==> src/rtl/xor_accum_pkg.sv <==
// xor_accum_pkg: shared types and helpers for the XOR accumulator bank.
//   ch_state_e  - per-lane frame state (idle / accumulating / complete).
//   count_width - width of a word counter that can hold the value BURST.
package xor_accum_pkg;

  typedef enum logic [1:0] {
    StIdle  = 2'd0,
    StAccum = 2'd1,
    StDone  = 2'd2
  } ch_state_e;

  function automatic int unsigned count_width(input int unsigned burst);
    return (burst < 1) ? 1 : $clog2(burst + 1);
  endfunction

endpackage

==> src/rtl/xor_accum_channel.sv <==
// xor_accum_channel: one accumulator lane of the XOR bank.
//   clk, rst   - clock, synchronous active-high reset
//   en         - global enable; low clears an idle/accumulating frame
//   accept     - a word for this lane is taken this cycle
//   drain      - the completed frame of this lane is taken downstream
//   flush      - close a partial frame (only honoured while accumulating)
//   in_data    - input word
//   state      - lane state
//   acc        - running XOR signature
//   count      - words folded into the current frame
module xor_accum_channel
  import xor_accum_pkg::*;
#(
  parameter int unsigned WIDTH = 8,
  parameter int unsigned BURST = 16,
  parameter int unsigned CW    = count_width(BURST)
) (
  input  logic             clk,
  input  logic             rst,
  input  logic             en,
  input  logic             accept,
  input  logic             drain,
  input  logic             flush,
  input  logic [WIDTH-1:0] in_data,
  output ch_state_e        state,
  output logic [WIDTH-1:0] acc,
  output logic [CW-1:0]    count
);

  localparam logic [CW-1:0] BurstCount = CW'(BURST);

  logic [CW-1:0] count_inc;

  always_comb begin
    count_inc = count + CW'(1);
  end

  always_ff @(posedge clk) begin
    if (rst) begin
      state <= StIdle;
      acc   <= '0;
      count <= '0;
    end else if (drain) begin
      state <= StIdle;
      acc   <= '0;
      count <= '0;
    end else if (state == StDone) begin
      // Completed frame is held until drained, regardless of en.
      state <= StDone;
    end else if (!en) begin
      state <= StIdle;
      acc   <= '0;
      count <= '0;
    end else if (accept) begin
      // A flush in the same cycle keeps the word, then closes the frame.
      acc   <= acc ^ in_data;
      count <= count_inc;
      state <= ((count_inc == BurstCount) || flush) ? StDone : StAccum;
    end else if (flush && (state == StAccum)) begin
      state <= StDone;
    end
  end

endmodule

==> src/rtl/xor_accum_bank.sv <==
// xor_accum_bank: CHANNELS independent XOR accumulators, each folding BURST
// words into a frame signature; completed frames leave through one
// valid/ready port, lowest channel index first.
//   clk, rst               - clock, synchronous active-high reset
//   en                     - global enable (low clears in-progress frames)
//   in_valid/in_ch/in_data - input word and its target channel
//   in_ready               - input word can be accepted this cycle
//   out_valid/out_ch/out_data - presented completed frame
//   out_ready              - downstream accepts the presented frame
// Optional feature, enabled by defining XOR_ACCUM_FLUSH_EN:
//   flush[CHANNELS]        - close a partial frame on an accumulating channel
//   out_len                - word count of the presented frame
module xor_accum_bank
  import xor_accum_pkg::*;
#(
  parameter  int unsigned WIDTH    = 8,
  parameter  int unsigned CHANNELS = 4,
  parameter  int unsigned BURST    = 16,
  localparam int unsigned CHW      = (CHANNELS > 1) ? $clog2(CHANNELS) : 1,
  localparam int unsigned CW       = count_width(BURST)
) (
  input  logic                clk,
  input  logic                rst,
  input  logic                en,
  input  logic                in_valid,
  input  logic [CHW-1:0]      in_ch,
  input  logic [WIDTH-1:0]    in_data,
  output logic                in_ready,
  output logic                out_valid,
  output logic [CHW-1:0]      out_ch,
  output logic [WIDTH-1:0]    out_data,
`ifdef XOR_ACCUM_FLUSH_EN
  input  logic [CHANNELS-1:0] flush,
  output logic [CW-1:0]       out_len,
`endif
  input  logic                out_ready
);

  ch_state_e           state [CHANNELS];
  logic [WIDTH-1:0]    acc   [CHANNELS];
  logic [CHANNELS-1:0] done;
  logic [CHANNELS-1:0] accept;
  logic [CHANNELS-1:0] drain;
  logic                in_range;
  logic                target_done;
  logic [CHW-1:0]      sel;
  logic                any_done;

`ifdef XOR_ACCUM_FLUSH_EN
  logic [CW-1:0]       count [CHANNELS];
`endif

  // Input-side decode. The per-channel compare avoids indexing past the
  // lane array when in_ch is out of range.
  always_comb begin
    in_range    = 32'(in_ch) < CHANNELS;
    target_done = 1'b0;
    for (int c = 0; c < int'(CHANNELS); c++) begin
      if (in_ch == CHW'(c)) target_done = done[c];
    end
    in_ready = ~rst & en & in_range & ~target_done;
    for (int c = 0; c < int'(CHANNELS); c++) begin
      accept[c] = in_valid & in_ready & (in_ch == CHW'(c));
    end
  end

  // Lowest-index DONE channel wins: scan downwards so the last hit is lowest.
  always_comb begin
    any_done = 1'b0;
    sel      = '0;
    out_data = '0;
`ifdef XOR_ACCUM_FLUSH_EN
    out_len  = '0;
`endif
    for (int c = int'(CHANNELS) - 1; c >= 0; c--) begin
      if (done[c]) begin
        any_done = 1'b1;
        sel      = CHW'(c);
        out_data = acc[c];
`ifdef XOR_ACCUM_FLUSH_EN
        out_len  = count[c];
`endif
      end
    end
    out_valid = any_done;
    out_ch    = sel;
    for (int c = 0; c < int'(CHANNELS); c++) begin
      drain[c] = any_done & out_ready & (sel == CHW'(c));
    end
  end

  for (genvar g = 0; g < int'(CHANNELS); g++) begin : g_ch
    assign done[g] = (state[g] == StDone);

    xor_accum_channel #(
      .WIDTH (WIDTH),
      .BURST (BURST),
      .CW    (CW)
    ) u_ch (
      .clk     (clk),
      .rst     (rst),
      .en      (en),
      .accept  (accept[g]),
      .drain   (drain[g]),
`ifdef XOR_ACCUM_FLUSH_EN
      .flush   (flush[g]),
      .count   (count[g]),
`else
      .flush   (1'b0),
      .count   (),
`endif
      .in_data (in_data),
      .state   (state[g]),
      .acc     (acc[g])
    );
  end

endmodule
==> config.mk <==
export PLATFORM = sky130hd
export DESIGN_NAME = xor_accum_bank
export DESIGN_NICKNAME = d
export VERILOG_FILES = /design/src/rtl/xor_accum_pkg.sv /design/src/rtl/xor_accum_channel.sv /design/src/rtl/xor_accum_bank.sv
export SDC_FILE = /design/constraint.sdc
export NUM_CORES = 1
export LEC_CHECK = 0
export BUFFER_PORTS_ARGS = -buffer_cell sky130_fd_sc_hd__buf_2
export CAP_MARGIN = 20
export CORE_MARGIN = 5
export CORE_UTILIZATION = 52
export CTS_BUF_LIST = sky130_fd_sc_hd__clkbuf_16
export DETAILED_ROUTE_END_ITERATION = 8
export PLACE_DENSITY_LB_ADDON = 0.2
export SLEW_MARGIN = 20
export SYNTH_ARGS = -nofsm -noshare
export SYNTH_HDL_FRONTEND = slang
export SYNTH_SLANG_ARGS = --single-unit
==> constraint.sdc <==
create_clock -name clk -period 3.9 [get_ports clk]
set_input_delay 0.78 -clock clk [delete_from_list [all_inputs] [get_ports clk]]
set_output_delay 0.78 -clock clk [all_outputs]
set_load 0.05 [all_outputs]
==> impl_metrics.tcl <==
set metrics [dict create \
    critPathRequiredTime_ns 3.12 \
    synthCells 393 \
    status "completed" \
    cts_root_buf "clkbuf_16" \
    clk_pin_slew_ns 0.05 \
    cp-start-kind "flip-flop" \
    wl_met2_mm 3.836 \
    yosys.area.top_type_share_pct 36.60 \
    worstSkewPairLatency_ns 0.32 \
    synth.avg_cell_area_sq_um 8.351 \
    start_util_pct 52.59 \
    holdBufCountCts 0 \
    path_class "flip-flop to output port" \
    nets 435 \
    finalCritPeriodShare_pct 78.90 \
    power_frac_seq_pct 42.7 \
    grt_pass1_vias 2738 \
    setup-tns-final_ns 0 \
    routed.top_layer "met4" \
    worstMarginPinSlew_ns 0.8606 \
    yosys_warnings 0 \
    comb_power_share_pct 7.4 \
    maxCapViolations 0 \
    cts-htree-levels 3 \
    hpwl_mm 5.473 \
    powerDensity_mw_per_mm2 401.2 \
    power.switching_uw 342.1 \
    synth_edf_count 0 \
    syn2layout_area_growth_pct 13.72 \
    cts_setup_buffers 0 \
    fmax_mhz 325.0 \
    crit_end "out_data[7]" \
    hold_slack_ns 0.4877 \
    swShare_pct 22.85 \
    cp_max_fo 21 \
    critPathCaptureType "output port" \
    synthTopCellsByArea "dfxtp_1 37%, xor2_1 4.8%, o21ai_0 4.4%" \
    internal-power_mw 1.155 \
    rsz0062_at_grt "no" \
    synth_ff_type "dfxtp_1" \
    drive_gt1_share_pct 13.43 \
    ys_types 53 \
    reg2reg_depth 5 \
    die_w_um 89.45 \
    drt_iter0_drc 262 \
    drcViolationCount 0 \
    syn_nets 416 \
    drtAntennaViolNets 0 \
    vias 2951 \
    crit_start "g_ch[2].u_ch.state[1]" \
    io_buffers 26 \
    postSynth.asyncResetShare_pct 0 \
    grt_first_pass_wirelength_mm 13.44 \
    row_count 29 \
    dieArea_sq_mm 0.008000 \
    hold_violations 0 \
    worst-r2r-setup-slack_ns 1.89 \
    antenna_found_initial 0 \
    ys_seq_area_share_pct 36.60 \
    grt.total_usage_pct 21.71 \
    cts_max_path_buffers 2 \
    wirelength_mm 8.085 \
    maxSlewHeadroom_pct 42.24 \
    drt-wirelength-per-cell_um 16.37 \
    total_power_mw 1.498 \
    wl_met3_um 367 \
    fin_worst_skew_ns 0.003418 \
    antenna_cells 0 \
    grt_max_degree 23 \
    leakagePower_nw 1.472 \
    finalSetupViolCount 0 \
    drt_first_pass_iters 5 \
    peakVddDrop_v 0.0003159 \
    synth-seq-cells 60 \
    worstPathArrival_ns 2.30 \
    cts_buffers 9 \
    yosys.area.top_type "dfxtp_1" \
    m1WireLength_mm 3.785 \
    finalCriticalPeriod_ns 3.077 \
    drv_slew 0 \
    netlist_area_sq_mm 0.003282 \
    die_h_um 89.45 \
    overflow 0 \
    coreArea_sq_mm 0.006241 \
    cts_tree "built" \
    pwr-share-clk_pct 49.9 \
    cts_resized 0 \
    via_per_inst 5.974 \
    cts.sinks 60 \
    gp_congestion 0.7960 \
    hp-class "flip-flop to flip-flop" \
    pin_count 27 \
    reg2reg_to "g_ch[3].u_ch.acc[1]" \
    r2r_start "g_ch[2].u_ch.state[1]" \
]
[worst min-delay path by stage]
stage                     startpoint               endpoint  cells past startpoint
2_1_floorplan    g_ch[3].u_ch.acc[0]    g_ch[3].u_ch.acc[0]                      2
5_1_grt        g_ch[2].u_ch.state[1]  g_ch[2].u_ch.state[1]                      2
3_3_place_gp     g_ch[3].u_ch.acc[0]    g_ch[3].u_ch.acc[0]                      2
3_5_place_dp     g_ch[3].u_ch.acc[4]    g_ch[3].u_ch.acc[4]                      2
6_report       g_ch[2].u_ch.state[1]  g_ch[2].u_ch.state[1]                      2
4_1_cts          g_ch[3].u_ch.acc[4]    g_ch[3].u_ch.acc[4]                      2
[worst max-delay path: stages (launching register included)]
cell and delay [ns]:
dfxtp_1 0.32, nor2b_1 0.13, buf_4 0.20, nor2_1 0.59, a221oi_1 0.20, o21ai_0 0.23, buf_2 0.30
[registers in the layout, indices dropped and copies added, names as in the netlist]
signal           count
g_ch.u_ch.acc       32
g_ch.u_ch.count     20
g_ch.u_ch.state      8
[stage by stage]
stage	instance area (sq um)	worst slack, ns	utilization, %	std cells
detailed placement	3448	1.216	55.25	478
global route	3732	0.6640	59.80	494
floorplan	3282	0.9892	-	393
global placement	3448	1.238	55.25	478
CTS	3732	0.8671	59.80	494
finish	3732	0.8230	59.80	494
[placed cells by master (no fill, tap or decap), drive strengths merged, types with 3 or more instances in the layout]
cell / n
dfxtp: 60
nor2: 38
buf: 33
o21ai: 32
a21oi: 25
nand2: 24
o211ai: 18
xor2: 18
inv: 15
nand3: 14
xnor2: 11
nor3: 11
a211oi: 10
or3: 9
clkbuf: 9
a221oi: 8
ha: 8
nand2b: 7
nor2b: 6
a31oi: 6
nor3b: 6
nand4b: 5
a21o: 4
a22oi: 4
clkinv: 4
a31o: 3
[routing by layer]
| metal | track usage, % | vias to the layer above |
|---|---|---|
| met5 | 0 | - |
| met4 | 7.037 | 0 |
| met3 | 3.871 | 9 |
| met2 | 33.96 | 81 |
| met1 | 30.29 | 1386 |
| li1 | - | 1475 |
[power groups by stage]
stage                     logic [mW]  clock network, mW  registers, mW
after floorplan               0.0788                  0          0.648
after global placement         0.107                  0          0.651
after detailed placement       0.109                  0          0.651
after CTS                      0.110              0.759          0.638
after global routing           0.123              0.796          0.640
final                          0.111              0.747          0.639
[kinds of logic after synthesis]
logic type               synth area share [%]
AO/OA/AOI/OAI                           23.22
XOR/XNOR                                7.739
adder cells (fa/ha/maj)                 3.050
buffers and inverters                   5.032
flip-flops                              36.60
multiplexers                            1.411
AND/OR/NAND/NOR                         22.95
[area by class of cell]
| type | instances | area [sq um] |
|---|---|---|
| fill | 561 | 2509 |
| multi-input combinational | 294 | 1916 |
| sequential | 60 | 1201 |
| clock buffer | 9 | 225.2 |
| timing repair buffer | 33 | 182.7 |
| tap | 77 | 96.34 |
| clock inverter | 7 | 58.81 |
| inverter | 14 | 52.55 |
[synthesized netlist by cell type (all sizes together) (2+ instances only)]
master	number
buf	14
nor3b	6
nand3	14
nand4b	5
nand2	24
nand4	2
nor2b	6
nor2	38
a211oi	10
mux2i	2
clkbuf	11
or3	9
a22oi	4
inv	14
nor4	2
nor4b	2
nand2b	7
a31oi	6
a31o	3
nor3	11
a221oi	8
a21oi	25
o211ai	18
dfxtp	60
a21o	4
o21ai	32
xnor2	11
and2	2
a311oi	2
ha	8
xor2	18
Note: power is estimated with default switching activity, not from simulation.
